==> src/rtl/mul_unit_pkg.sv <==
`default_nettype none
// ============================================================================
//  Module      : mul_unit_pkg
//  Description : Shared constants for the iterative RV32M multiplier:
//                sequencer state encodings and op_sel codes. The op_sel codes
//                match funct3[1:0] and are reused by the instruction decoder.
//  Revision    : 1.0 - initial release
// ============================================================================
package mul_unit_pkg;

    // Width of the shift-add step counter (32 steps).
    localparam int CNT_W = 5;

    // op_sel codes, funct3[1:0] of the RV32M multiply group.
    localparam logic [1:0] OP_MUL    = 2'b00;
    localparam logic [1:0] OP_MULH   = 2'b01;
    localparam logic [1:0] OP_MULHSU = 2'b10;
    localparam logic [1:0] OP_MULHU  = 2'b11;

    // Sequencer states. Every operation walks the full chain, so latency is fixed.
    typedef enum logic [2:0] {
        S_IDLE   = 3'd0,
        S_NEG_A  = 3'd1,
        S_NEG_B  = 3'd2,
        S_MUL    = 3'd3,
        S_NEG_LO = 3'd4,
        S_NEG_HI = 3'd5,
        S_DONE   = 3'd6
    } state_t;

endpackage : mul_unit_pkg
`default_nettype wire

==> src/rtl/adder.sv <==
`default_nettype none
// ============================================================================
//  Module      : adder
//  Description : 32-bit adder built from eight 4-bit carry-lookahead groups
//                with the group carries rippled between them.
//  Ports       : a, b    - operands (32 bit)
//                cin     - carry in
//                sum     - a + b + cin (32 bit)
//                cout    - carry out of bit 31
//                v_flag  - signed overflow (carry into bit 31 ^ carry out)
//  Revision    : 1.0 - initial release
// ============================================================================
module adder (
    input  logic [31:0] a,
    input  logic [31:0] b,
    input  logic        cin,
    output logic [31:0] sum,
    output logic        cout,
    output logic        v_flag
);

    logic [31:0] w_g;
    logic [31:0] w_p;
    logic [32:0] w_c;

    assign w_g    = a & b;
    assign w_p    = a ^ b;
    assign w_c[0] = cin;

    generate
        for (genvar k = 0; k < 8; k++) begin : g_grp
            localparam int B = 4 * k;
            // Carries inside a group are fully looked ahead from the group carry-in.
            assign w_c[B+1] = w_g[B]
                            | (w_p[B] & w_c[B]);
            assign w_c[B+2] = w_g[B+1]
                            | (w_p[B+1] & w_g[B])
                            | (w_p[B+1] & w_p[B] & w_c[B]);
            assign w_c[B+3] = w_g[B+2]
                            | (w_p[B+2] & w_g[B+1])
                            | (w_p[B+2] & w_p[B+1] & w_g[B])
                            | (w_p[B+2] & w_p[B+1] & w_p[B] & w_c[B]);
            assign w_c[B+4] = w_g[B+3]
                            | (w_p[B+3] & w_g[B+2])
                            | (w_p[B+3] & w_p[B+2] & w_g[B+1])
                            | (w_p[B+3] & w_p[B+2] & w_p[B+1] & w_g[B])
                            | (w_p[B+3] & w_p[B+2] & w_p[B+1] & w_p[B] & w_c[B]);
        end
    endgenerate

    assign sum    = w_p ^ w_c[31:0];
    assign cout   = w_c[32];
    assign v_flag = w_c[31] ^ w_c[32];

endmodule : adder
`default_nettype wire

==> src/rtl/mul_unit.sv <==
`default_nettype none
// ============================================================================
//  Module      : mul_unit
//  Description : Iterative RV32M multiplier (MUL/MULH/MULHSU/MULHU). Operands
//                are made unsigned, multiplied by 32 shift-add steps and the
//                64-bit product is negated back when the signs differ. One
//                shared adder does every arithmetic pass. Fixed latency of
//                37 cycles from accepted start to done.
//  Ports       : clk, reset (sync, active high)
//                start  - launch, sampled only in IDLE
//                flush  - abort in-flight operation
//                op_sel - 00 MUL, 01 MULH, 10 MULHSU, 11 MULHU
//                rs1    - multiplicand, rs2 - multiplier
//                busy   - operation in flight (cycles 1..36)
//                done   - one-cycle result-valid pulse
//                result - low word (MUL) or high word, held until next done
//  Revision    : 1.0 - initial release
// ============================================================================
module mul_unit #(
    parameter int XLEN = 32
) (
    input  logic            clk,
    input  logic            reset,
    input  logic            start,
    input  logic            flush,
    input  logic [1:0]      op_sel,
    input  logic [XLEN-1:0] rs1,
    input  logic [XLEN-1:0] rs2,
    output logic            busy,
    output logic            done,
    output logic [XLEN-1:0] result
);

    import mul_unit_pkg::*;

    state_t            state_q;
    logic [1:0]        op_q;
    logic [XLEN-1:0]   a_q;      // multiplicand (magnitude after NEG_A)
    logic [XLEN-1:0]   b_q;      // multiplier, becomes product low word
    logic [XLEN-1:0]   hi_q;     // product high word
    logic [CNT_W-1:0]  cnt_q;
    logic              sa_q;
    logic              sb_q;
    logic              neg_q;
    logic              nc_q;     // carry from low-word negation into high word
    logic              busy_q;
    logic              done_q;
    logic [XLEN-1:0]   result_q;

    logic [XLEN-1:0]   w_add_a;
    logic [XLEN-1:0]   w_add_b;
    logic              w_add_cin;
    logic [XLEN-1:0]   w_sum;
    logic              w_cout;
    logic              w_unused_v_flag;

    logic              w_sa;
    logic              w_sb;

    assign w_sa = ((op_sel == OP_MULH) || (op_sel == OP_MULHSU)) ? rs1[XLEN-1] : 1'b0;
    assign w_sb = (op_sel == OP_MULH) ? rs2[XLEN-1] : 1'b0;

    // Adder operand select. Negation is ~x + 1 (or + nc for the high word).
    always_comb begin
        w_add_a   = '0;
        w_add_b   = '0;
        w_add_cin = 1'b0;
        case (state_q)
            S_NEG_A: begin
                w_add_a   = ~a_q;
                w_add_cin = 1'b1;
            end
            S_NEG_B: begin
                w_add_a   = ~b_q;
                w_add_cin = 1'b1;
            end
            S_MUL: begin
                w_add_a = hi_q;
                w_add_b = b_q[0] ? a_q : '0;
            end
            S_NEG_LO: begin
                w_add_a   = ~b_q;
                w_add_cin = 1'b1;
            end
            S_NEG_HI: begin
                w_add_a   = ~hi_q;
                w_add_cin = nc_q;
            end
            default: ;
        endcase
    end

    adder u_adder (
        .a      (w_add_a),
        .b      (w_add_b),
        .cin    (w_add_cin),
        .sum    (w_sum),
        .cout   (w_cout),
        .v_flag (w_unused_v_flag)
    );

    always_ff @(posedge clk) begin
        if (reset) begin
            state_q  <= S_IDLE;
            op_q     <= '0;
            a_q      <= '0;
            b_q      <= '0;
            hi_q     <= '0;
            cnt_q    <= '0;
            sa_q     <= 1'b0;
            sb_q     <= 1'b0;
            neg_q    <= 1'b0;
            nc_q     <= 1'b0;
            busy_q   <= 1'b0;
            done_q   <= 1'b0;
            result_q <= '0;
        end else begin
            done_q <= 1'b0;
            if (flush) begin
                // Abort: result keeps its old value, no done pulse.
                state_q <= S_IDLE;
                busy_q  <= 1'b0;
            end else begin
                case (state_q)
                    S_IDLE: begin
                        if (start) begin
                            op_q    <= op_sel;
                            a_q     <= rs1;
                            b_q     <= rs2;
                            hi_q    <= '0;
                            cnt_q   <= '0;
                            sa_q    <= w_sa;
                            sb_q    <= w_sb;
                            neg_q   <= w_sa ^ w_sb;
                            nc_q    <= 1'b0;
                            busy_q  <= 1'b1;
                            state_q <= S_NEG_A;
                        end
                    end
                    S_NEG_A: begin
                        if (sa_q) begin
                            a_q <= w_sum;
                        end
                        state_q <= S_NEG_B;
                    end
                    S_NEG_B: begin
                        if (sb_q) begin
                            b_q <= w_sum;
                        end
                        cnt_q   <= '0;
                        state_q <= S_MUL;
                    end
                    S_MUL: begin
                        // {HI, B} <= {carry, sum, B} >> 1
                        hi_q <= {w_cout, w_sum[XLEN-1:1]};
                        b_q  <= {w_sum[0], b_q[XLEN-1:1]};
                        if (cnt_q == CNT_W'(XLEN - 1)) begin
                            state_q <= S_NEG_LO;
                        end else begin
                            cnt_q <= cnt_q + 1'b1;
                        end
                    end
                    S_NEG_LO: begin
                        if (neg_q) begin
                            b_q  <= w_sum;
                            nc_q <= w_cout;
                        end
                        state_q <= S_NEG_HI;
                    end
                    S_NEG_HI: begin
                        // Result is registered on the way into DONE so it is
                        // valid together with the done pulse.
                        if (neg_q) begin
                            hi_q <= w_sum;
                        end
                        if (op_q == OP_MUL) begin
                            result_q <= b_q;
                        end else begin
                            result_q <= neg_q ? w_sum : hi_q;
                        end
                        done_q  <= 1'b1;
                        busy_q  <= 1'b0;
                        state_q <= S_DONE;
                    end
                    S_DONE: begin
                        state_q <= S_IDLE;
                    end
                    default: begin
                        state_q <= S_IDLE;
                        busy_q  <= 1'b0;
                    end
                endcase
            end
        end
    end

    assign busy   = busy_q;
    assign done   = done_q;
    assign result = result_q;

endmodule : mul_unit
`default_nettype wire

==> config.mk <==
export PLATFORM = sky130hd
export DESIGN_NAME = mul_unit
export DESIGN_NICKNAME = d
export VERILOG_FILES = /design/src/rtl/mul_unit_pkg.sv /design/src/rtl/adder.sv /design/src/rtl/mul_unit.sv
export SDC_FILE = /design/constraint.sdc
export NUM_CORES = 1
export LEC_CHECK = 0
export ABC_AREA = 1
export ABC_CLOCK_PERIOD_IN_PS = 8400
export BUFFER_PORTS_ARGS = -buffer_cell sky130_fd_sc_hd__buf_4
export CORE_ASPECT_RATIO = 1.2
export CORE_MARGIN = 8
export CORE_UTILIZATION = 40
export CTS_BUF_LIST = sky130_fd_sc_hd__clkbuf_8
export CTS_CLUSTER_DIAMETER = 100
export DETAILED_ROUTE_END_ITERATION = 7
export PLACE_DENSITY_LB_ADDON = 0.12
export REMOVE_ABC_BUFFERS = 1
export SETUP_SLACK_MARGIN = 0.1
export SLEW_MARGIN = 20
export SYNTH_ARGS = -nofsm -noshare
export SYNTH_HDL_FRONTEND = slang
export SYNTH_SLANG_ARGS = --single-unit
export TNS_END_PERCENT = 30
==> constraint.sdc <==
create_clock -name clk -period 8.4 [get_ports clk]
set_input_delay 1.26 -clock clk [delete_from_list [all_inputs] [get_ports clk]]
set_output_delay 1.26 -clock clk [all_outputs]
set_load 0.01 [all_outputs]
==> results.cfg <==
[clock_network]
clock_latency_ns = 0.46
postCtsHoldBufs = 0
tritoncts = yes
cts_sinks = 144
clk_pin_slew_ns = 0.08
post_cts_resized = 0
cts_max_level = 4
cts.path.max_buffers = 2
postCtsSetupBuffers = 0
root_buffer = clkbuf_8
cts_buffers = 17

[setup_path]
rr_worst_depth = 33
crit_top_cell = nand2_2
path_max_fanout = 27
crit_arrival_ns = 5.51
endpoint_kind = register
cp.required_ns = 8.76
crit_slowest_cell = dfxtp_1
reg2reg_slack_ns = 3.25
reg2reg_from = state_q[2]
r2r_end = hi_q[29]
cp-start-kind = register
critPathTopFamily = simple AND/OR/NAND/NOR gates
slowest_delay_ns = 0.54
setup.worst_path.class = reg2reg
crit_buf_inv = 7

[place]
port_buffers = 103
place_hpwl_um = 19800
place_congestion = 0.859

[timing]
final-setup-viol-count = 0
fin_crit_sh_pct = 61.4
fin_crit_ns = 5.15
report.final.slew_viol_count = 0
worstMarginPinSlew_ns = 1.11
hold_viol = 0
slew_headroom_pct = 25.8
tns_ns = 0
fmax_ghz = 0.194
fin_skew_ns = 0.0121
rsz0062_at_grt = no

[yosys]
post-synth-top-count-cell = nand2_1
ys_ff_latch = 144
synth_cells = 1369
synth_area_leaders = dfxtp_1 32%, nand2_1 11%, a21oi_1 10%
synthesis.area_mm2 = 0.00908
synth_edf_count = 0
synth-seq-area-share_pct = 31.7
synth_top_area_share_pct = 31.7
synth-async-reset-ratio_pct = 0
syn-mean-instance-area_um2 = 6.63
synth_top_area_cell = dfxtp_1
ys.warnings.count = 0
synthFlopType = dfxtp_1
ys_top_cells_by_count = 278 x nand2_1, 181 x a21oi_1, 163 x o21ai_0
ys_types = 41

[power_and_ir_drop]
irDropWorstVdd_mv = 0.109
p_leak_nw = 4.38
power_density_mw_per_mm2 = 149
finalPower_mw = 1.55

[run_status]
status = completed

[min_path]
min_path_cells = 2
min_from = result[6]
min_to = result[6]
hold_class = reg2reg

[final_layout]
nets = 1536
multiInputGateArea_mm2 = 0.00530
n_fill_cell = 2371
seq_area_mm2 = 0.00288
syn2layout_area_growth_pct = 14.3
diodes = 0
drive_gt1_share_pct = 13.5

[routing]
drt.antenna.violating_nets = 0
vias = 9574
drt_wl_total_um = 32100
vias_per_cell = 5.59
routedWlPerCell_um = 18.7
drtIter0Drc = 725
drc = 0
dr.pass1.iters = 6

[global_routing]
grt_max_degree = 64
grt_pass1_wl_um = 50900
grt_antenna_before_repair = 0
grtUsageTotal_pct = 23.0
gr-total-overflow = 0
grt_pass1_vias = 9403

[die]
initial_core_util_pct = 40.6
rows = 60
die_x_um = 154
pin_count = 104
dieArea_mm2 = 0.0278
core_region_area_mm2 = 0.0224
dieHeight_um = 181

[flow_run]
maxCapViolCount = 0
## metrics by stage
stage	util (%)	cells	hold WS, ns	setup slack [ns]	area, µm²
floorplan	-	1281	0.435	2.20	8740
global placement	44.9	1683	0.451	3.39	10000
detailed placement	44.9	1683	0.457	3.29	10000
CTS	46.4	1713	0.470	3.27	10400
global route	46.4	1713	0.487	2.85	10400
finish	46.4	1713	0.465	3.25	10400
## sequential cells by signal (all words and copies together) (netlist names)
register,flops
cnt_q,5
b_q,32
state_q,3
nc_q,1
hi_q,32
op_q,2
sb_q,1
result,32
neg_q,1
busy,1
done,1
a_q,32
sa_q,1
## cells in the final DEF (no fill, tap or decap), types with 7 or more instances in the layout
cell type	synthesis	layout
nand2_2	12	12
a221oi_1	28	28
nand3_1	34	34
o211ai_1	14	14
o2111ai_1	12	12
a31oi_1	25	25
a211oi_1	10	10
clkbuf_8	0	17
inv_2	5	7
a22oi_1	15	15
nor2_1	99	95
ha_1	35	35
dfxtp_1	144	144
o22ai_1	12	12
clkinv_2	0	8
fa_1	8	8
o21ai_0	163	163
nor3_1	12	12
buf_4	0	123
xnor2_1	7	7
nand2_1	278	278
a21oi_1	181	180
inv_1	148	146
## final cells by class
class	instances	area share (%)
sequential	144	27.8
clock inverter	13	0.977
timing repair buffer	123	8.90
multi-input combinational	982	51.1
inverter	155	5.62
tap	279	3.36
clock buffer	17	2.25
## cells by family after synthesis
family          synth area share, %
flops                          31.7
fa+ha+maj                      6.59
buf+inv                        10.2
simple gates                   20.6
compound gates                 29.8
xor+xnor                       1.16
## worst max path at each step
| stage | startpoint | endpoint | slack (ns) | cells past startpoint |
|---|---|---|---|---|
| final | state_q[2] | hi_q[29] | 3.25 | 33 |
| after global placement | state_q[2] | hi_q[29] | 3.39 | 33 |
| after floorplan | state_q[0] | hi_q[29] | 2.20 | 33 |
| after detailed placement | state_q[2] | hi_q[29] | 3.29 | 33 |
| after CTS | state_q[2] | hi_q[29] | 3.27 | 33 |
| after global routing | state_q[2] | hi_q[29] | 2.85 | 33 |
## worst min-delay path, delay by kind of cell, from the launching register on
family	cells	cell delay, ns
compound gates	1	0.05
flops	1	0.31
simple gates	1	0.06
## layer usage
layer	track usage (%)	up-vias	wire, µm
met5	0	-	0
met4	7.85	0	770
met3	4.37	49	2110
met2	38.2	331	15000
met1	29.1	4444	14200
li1	-	4750	-
## power breakdown
part           internal, mW  switching [mW]
registers             0.722          0.0297
clock network         0.226           0.288
logic                0.0955           0.186
Power figures use the tool's default switching activity.
